--- src/rtl/phase_monitor_mc_pkg.sv ---
// Shared types and helpers for the multi-channel phase monitor.
// Holds the FSM state encoding, sign-select field layout and window clamp.
package phase_monitor_mc_pkg;

    typedef enum logic [1:0] {
        IDLE,
        SETTLE,
        ACC,
        DONE
    } pm_state_t;

    localparam int SGN_REF = 0;
    localparam int SGN_IN  = 1;
    localparam int SGN_W   = 2;

    // Window exponent limited to [1, n_acc] so L never exceeds the accumulator range.
    function automatic logic [4:0] win_clamp(
        input logic [4:0] w,
        input int         n_acc
    );
        logic [4:0] r;
        r = w;
        if (int'(w) > n_acc) r = 5'(n_acc);
        if (r == 5'd0) r = 5'd1;
        return r;
    endfunction

endpackage

--- src/rtl/pm_channel.sv ---
// One monitored phase: input synchronizer, sign/XOR compare and
// a disagreement accumulator with clear and enable.
module pm_channel
    import phase_monitor_mc_pkg::*;
#(
    parameter int N_ACC  = 20,
    parameter int N_SYNC = 2
) (
    input  logic             clk,
    input  logic             rstb,
    input  logic             ph_in,
    input  logic             ref_s,
    input  logic [SGN_W-1:0] sign,
    input  logic             clr,
    input  logic             en,
    output logic [N_ACC-1:0] acc
);

    logic [N_SYNC-1:0] sync_q, sync_d;
    logic [N_ACC-1:0]  acc_q, acc_d;
    logic              d;

    always_comb begin
        sync_d    = sync_q << 1;
        sync_d[0] = ph_in;
        d = (ref_s ^ sign[SGN_REF]) ^ (sync_q[N_SYNC-1] ^ sign[SGN_IN]);
        acc_d = acc_q;
        if (clr) begin
            acc_d = '0;
        end else if (en) begin
            acc_d = acc_q + N_ACC'(d);
        end
    end

    always_ff @(posedge clk) begin
        if (!rstb) begin
            sync_q <= '0;
            acc_q  <= '0;
        end else begin
            sync_q <= sync_d;
            acc_q  <= acc_d;
        end
    end

    assign acc = acc_q;

endmodule

--- src/rtl/phase_monitor_mc.sv ---
// Multi-channel phase monitor: counts per-channel sign-adjusted disagreement
// with a reference phase over a 2^W-1 sample window, single-shot or continuous.
module phase_monitor_mc
    import phase_monitor_mc_pkg::*;
#(
    parameter int N_CH   = 4,
    parameter int N_ACC  = 20,
    parameter int N_SYNC = 2
) (
    input  logic                  clk,
    input  logic                  rstb,
    input  logic                  ph_ref,
    input  logic [N_CH-1:0]       ph_in,
    input  logic [2*N_CH-1:0]     sel_sign,
    input  logic [N_CH-1:0]       ch_mask,
    input  logic [4:0]            win_log2,
    input  logic                  cont,
    input  logic                  start,
    input  logic                  abort,
    output logic                  busy,
    output logic                  pm_valid,
    output logic [N_CH*N_ACC-1:0] pm_out
);

    localparam int PW = N_CH * N_ACC;

    pm_state_t         state_q, state_d;
    logic [N_SYNC-1:0] ref_sync_q, ref_sync_d;
    logic [N_ACC-1:0]  cnt_q, cnt_d;
    logic [N_ACC-1:0]  last_q, last_d;
    logic              cont_q, cont_d;
    logic [N_CH-1:0]   mask_q, mask_d;
    logic [2*N_CH-1:0] sign_q, sign_d;
    logic              busy_q, busy_d;
    logic              valid_q, valid_d;
    logic [PW-1:0]     out_q, out_d;
    logic [PW-1:0]     acc_all;
    logic              acc_clr;
    logic              acc_en;
    logic [4:0]        w_eff;
    logic [N_ACC:0]    pow;

    assign w_eff = win_clamp(win_log2, N_ACC);
    assign pow   = (N_ACC+1)'(1) << w_eff;

    always_comb begin
        ref_sync_d    = ref_sync_q << 1;
        ref_sync_d[0] = ph_ref;
        state_d = state_q;
        cnt_d   = cnt_q;
        last_d  = last_q;
        cont_d  = cont_q;
        mask_d  = mask_q;
        sign_d  = sign_q;
        out_d   = out_q;
        valid_d = 1'b0;
        acc_clr = 1'b0;
        acc_en  = 1'b0;
        unique case (state_q)
            IDLE: begin
                if (start && !abort) begin
                    state_d = SETTLE;
                    cnt_d   = '0;
                    // Counter compares against L-1 directly.
                    last_d  = N_ACC'(pow - (N_ACC+1)'(2));
                    cont_d  = cont;
                    mask_d  = ch_mask;
                    sign_d  = sel_sign;
                    acc_clr = 1'b1;
                end
            end
            SETTLE: begin
                if (abort) begin
                    state_d = IDLE;
                end else if (cnt_q == N_ACC'(N_SYNC-1)) begin
                    state_d = ACC;
                    cnt_d   = '0;
                end else begin
                    cnt_d = cnt_q + 1'b1;
                end
            end
            ACC: begin
                acc_en = 1'b1;
                if (abort) begin
                    state_d = IDLE;
                end else if (cnt_q == last_q) begin
                    state_d = DONE;
                end else begin
                    cnt_d = cnt_q + 1'b1;
                end
            end
            DONE: begin
                out_d   = acc_all;
                valid_d = 1'b1;
                if (abort || !cont_q) begin
                    state_d = IDLE;
                end else begin
                    state_d = ACC;
                    cnt_d   = '0;
                    acc_clr = 1'b1;
                end
            end
            default: state_d = IDLE;
        endcase
        busy_d = (state_d == SETTLE) || (state_d == ACC);
    end

    always_ff @(posedge clk) begin
        if (!rstb) begin
            state_q    <= IDLE;
            ref_sync_q <= '0;
            cnt_q      <= '0;
            last_q     <= '0;
            cont_q     <= 1'b0;
            mask_q     <= '0;
            sign_q     <= '0;
            busy_q     <= 1'b0;
            valid_q    <= 1'b0;
            out_q      <= '0;
        end else begin
            state_q    <= state_d;
            ref_sync_q <= ref_sync_d;
            cnt_q      <= cnt_d;
            last_q     <= last_d;
            cont_q     <= cont_d;
            mask_q     <= mask_d;
            sign_q     <= sign_d;
            busy_q     <= busy_d;
            valid_q    <= valid_d;
            out_q      <= out_d;
        end
    end

    for (genvar i = 0; i < N_CH; i++) begin : g_ch
        pm_channel #(
            .N_ACC (N_ACC),
            .N_SYNC(N_SYNC)
        ) u_ch (
            .clk  (clk),
            .rstb (rstb),
            .ph_in(ph_in[i]),
            .ref_s(ref_sync_q[N_SYNC-1]),
            .sign (sign_q[i*SGN_W +: SGN_W]),
            .clr  (acc_clr),
            .en   (acc_en & mask_q[i]),
            .acc  (acc_all[i*N_ACC +: N_ACC])
        );
    end

    assign busy     = busy_q;
    assign pm_valid = valid_q;
    assign pm_out   = out_q;

endmodule
--- config.mk ---
export PLATFORM = sky130hd
export DESIGN_NAME = phase_monitor_mc
export DESIGN_NICKNAME = d
export VERILOG_FILES = /design/src/rtl/phase_monitor_mc_pkg.sv /design/src/rtl/pm_channel.sv /design/src/rtl/phase_monitor_mc.sv
export SDC_FILE = /design/constraint.sdc
export NUM_CORES = 1
export LEC_CHECK = 0
export BUFFER_PORTS_ARGS = -buffer_cell sky130_fd_sc_hd__buf_2
export CORE_MARGIN = 4
export CORE_UTILIZATION = 45
export DETAILED_ROUTE_END_ITERATION = 7
export PLACE_DENSITY_LB_ADDON = 0.12
export REMOVE_ABC_BUFFERS = 1
export SLEW_MARGIN = 20
export SYNTH_ARGS = -nofsm -noshare
export SYNTH_HDL_FRONTEND = slang
export SYNTH_HIERARCHICAL = 1
export SYNTH_SLANG_ARGS = --single-unit
--- constraint.sdc ---
create_clock -name clk -period 4.34 [get_ports clk]
set_clock_uncertainty 0.1 [all_clocks]
set_input_delay 0.434 -clock clk [delete_from_list [all_inputs] [get_ports clk]]
set_output_delay 0.434 -clock clk [all_outputs]
set_load 0.1 [all_outputs]
==> metrics <==
status=finished clean; critical path type=reg -> reg; Final HPWL DP=between 10 and 15 mm; Critical Path Start Type=flip-flop; Post-Syn Area per Cell=9.17 µm²; Worst VDD drop=approximately 0.00025 V; DP Worst Slack=1.33 ns; switching power=0.996 mW; WP data arrival=3.15 ns; Compound-Gate Fraction of Synth Area=~8.0%; WL final=approximately 22 mm; Crit. End Element=flip-flop; Root Buffer=clkbuf_16; slew margin rel.=between 30% and 40%; design area=11,500 µm²; I/O Pins=approximately 110; RSZ-0062 raised after global routing=no; simple-gate area share of the yosys netlist=between 20% and 30%; postcts setup bufs=0; worst endpoint required time=4.61 ns; Tcrit/Tclk final=about 66%; WL/cell=14.8 µm; # port buffers=approximately 110; Warnings, synthesis=6; drt initial violations=345; via/cell ratio=5.25; slack of the worst reg-to-reg path=1.46 ns; Cell Rows=54; Initial Util=45.7%; Cell Area, Synth=~9900 µm²; Clk pin slew, worst setup/hold paths=around 0.06 ns; clock tree buffer depth=3; sequential cell area=between 4000 and 5000 µm²; # setup viols final=0; largest fanout on the critical path=16; register area share after synthesis=a little under half; nets@finish=1,218; Synth area leaders=dfxtp_1 (46%), mux2i_1 (9.0%), nor2_1 (6.2%); Clock Latency Late Sink=between 0.5 and 0.6 ns; Worst Hold Depth=2; Reg2Reg Depth=8; most common cell after layout, fill and taps aside=dfxtp_1; area of the multi-input gates=5110 µm²; Tot Pwr=roughly 4.5 mW; R2R Path End=cnt_q[14]; Core ar.=approximately 22,000 µm²; minimum clock period=around 2.9 ns; TritonRoute pass-1 iters=5; CTS tree=done; Setup WS post-layout=~1.5 ns; hold path startpoint=ph_in[2]; post-synthesis mux area share=under 10%; vias in the first global route=around 7,100; Lkg Pwr=between 4 and 5 nW; Cell Area, Placed=approximately 11,000 µm²; initial antenna violation count=0; post-route ant nets=0; Final Wtd Congestion=0.887; Worst Hold Path EP=g_ch[2].u_ch/sync_q[0]; number of remaining DRC errors=0; number of synthesized register bits=around 230; R2R Path Start=state_q[0]; Cell Int Power=approximately 3.5 mW; Hold Path Class=in -> reg; Synth async-reset ratio=0%; CTS sink count=227; height of the die=157 µm; H-tree depth=1; Slew Limit Fails=0; pwr/cell area=~390 nW/µm²; pin count of the biggest net entering global routing=90; Synth Area in Adders=around 2.5%; area leader, netlist=dfxtp_1; xor and xnor area share after synthesis=7.84%; gr ovfl total=0; switching share of power=roughly 22%; Max Freq=roughly 350 MHz; Synth top area share=between 40% and 50%; clock network fraction of design power=48.1%; post_cts resized=0; Die X=~160 µm; Most used DFF post-synth=dfxtp_1; Num CTS Buffers=25; Layout area overhead=15.8%; hold-fix buffers at CTS=0; main combinational cell family by area after synthesis=simple AND/OR/NAND/NOR gates; via count=7,713; Die Area=roughly 25,000 µm²; Combinational Power Share=4.8%; Syn Inst Count=~1,100; final hold violation count=0; register share of total power=roughly 47%; Max Cap Viol=0; ant diodes=0; gr usage total=17.6%; EDFF count, synth=0; fin util=between 50 and 60%; Slew @ Worst Pin=between 0.9 and 1 ns; global-route wire length before repair=~36 mm; fraction of layout instances using a drive strength above 1=between 15 and 20%; Fillers=2,055; most frequent cells in the layout=dfxtp_1 (227), nor2_1 (163), buf_2 (108); Yosys cell types=54; Final TNS setup=0 ns
-- layout make-up --
cell class | count | area share [%]
clock buffers | 35 | 6.28
clock inverters | 10 | 1.15
multi-input cells | 786 | 44.4
well taps | 280 | 3.04
flip-flops and latches | 227 | 39.5
inverters | 19 | 0.631
repair buffers | 112 | 4.96
-- worst max path at each step --
stage	slack (ns)	start	end
6_report	1.46	state_q[0]	cnt_q[14]
5_1_grt	1.16	state_q[0]	cnt_q[10]
4_1_cts	1.40	state_q[0]	cnt_q[14]
3_5_place_dp	1.33	win_log2[4]	last_q[9]
3_3_place_gp	1.37	win_log2[4]	last_q[9]
2_1_floorplan	-0.61	state_q[0]	cnt_q[18]
-- synth_stat cells (3+ instances only) --
library cell,instances
a31oi_1,7
dfxtp_1,227
xor2_1,28
clkbuf_1,28
or3_2,8
nand3_1,34
o31ai_1,9
nand4_4,4
and4_2,8
nand3b_1,6
o21ai_0,53
and2_1,21
inv_1,18
nor4_1,19
ha_1,20
or4_1,11
or2b_2,4
or3_4,4
and3_1,7
or3_1,23
xnor2_1,61
buf_4,5
buf_2,8
mux2i_1,89
nor2_1,163
a211oi_1,3
nand4_2,4
nor2b_1,4
a21oi_1,55
o211ai_1,5
nand2_1,66
buf_1,11
nor3_1,15
nor4b_1,7
nand4_1,25
-- power groups by stage --
| stage | clock network [mW] | logic, mW | registers, mW |
|---|---|---|---|
| 4_1_cts | 2.24 | 0.219 | 2.13 |
| 3_3_place_gp | 0 | 0.217 | 2.17 |
| 5_1_grt | 2.32 | 0.245 | 2.13 |
| 6_report | 2.17 | 0.217 | 2.13 |
| 2_1_floorplan | 0 | 0.137 | 2.18 |
| 3_5_place_dp | 0 | 0.218 | 2.17 |
-- metrics by stage --
step | cells | hold slack [ns]
floorplan | 1032 | 0.312
global placement | 1424 | 0.316
detailed placement | 1424 | 0.320
CTS | 1469 | 0.00539
global route | 1469 | 0.0122
finish | 1469 | 0.0270
-- sequential cells by signal, indices dropped and copies added, names as in the netlist, 2 cells and up --
| name | flops |
|---|---|
| last_q | 20 |
| cnt_q | 20 |
| g_ch.u_ch/acc | 80 |
| pm_out | 80 |
| mask_q | 4 |
| sign_q | 8 |
| g_ch.u_ch/sync_q | 8 |
| state_q | 2 |
| ref_sync_q | 2 |
-- critical path, cell delays in order, from the launching register on --
cell	delay (ns)
dfxtp_1	0.44
inv_1	0.13
ha_1	0.35
or2_1	0.29
a222oi_1	0.31
buf_4	0.25
nand2_4	0.10
o21ai_2	0.58
o21ai_0	0.18
-- kinds of logic (layout without fill, tap and decap cells) --
logic type | count (synthesis) | after routing
and+or+nand+nor | 446 | 446
adders and majority gates | 20 | 20
xor gates and xnor gates | 89 | 89
DFF | 227 | 227
buffers and inverters | 71 | 176
muxes | 89 | 89
AOI/OAI and AO/OA | 142 | 142
-- metal layers --
| layer | routed length (µm) | track usage [%] | vias to the layer above |
|---|---|---|---|
| met5 | 0 | 0 | - |
| met2 | 9870 | 28.6 | 130 |
| li1 | - | - | 3970 |
| met1 | 10400 | 24.5 | 3577 |
| met4 | 538 | 4.79 | 0 |
| met3 | 835 | 2.52 | 36 |
Note: power is estimated with default switching activity, not from simulation.
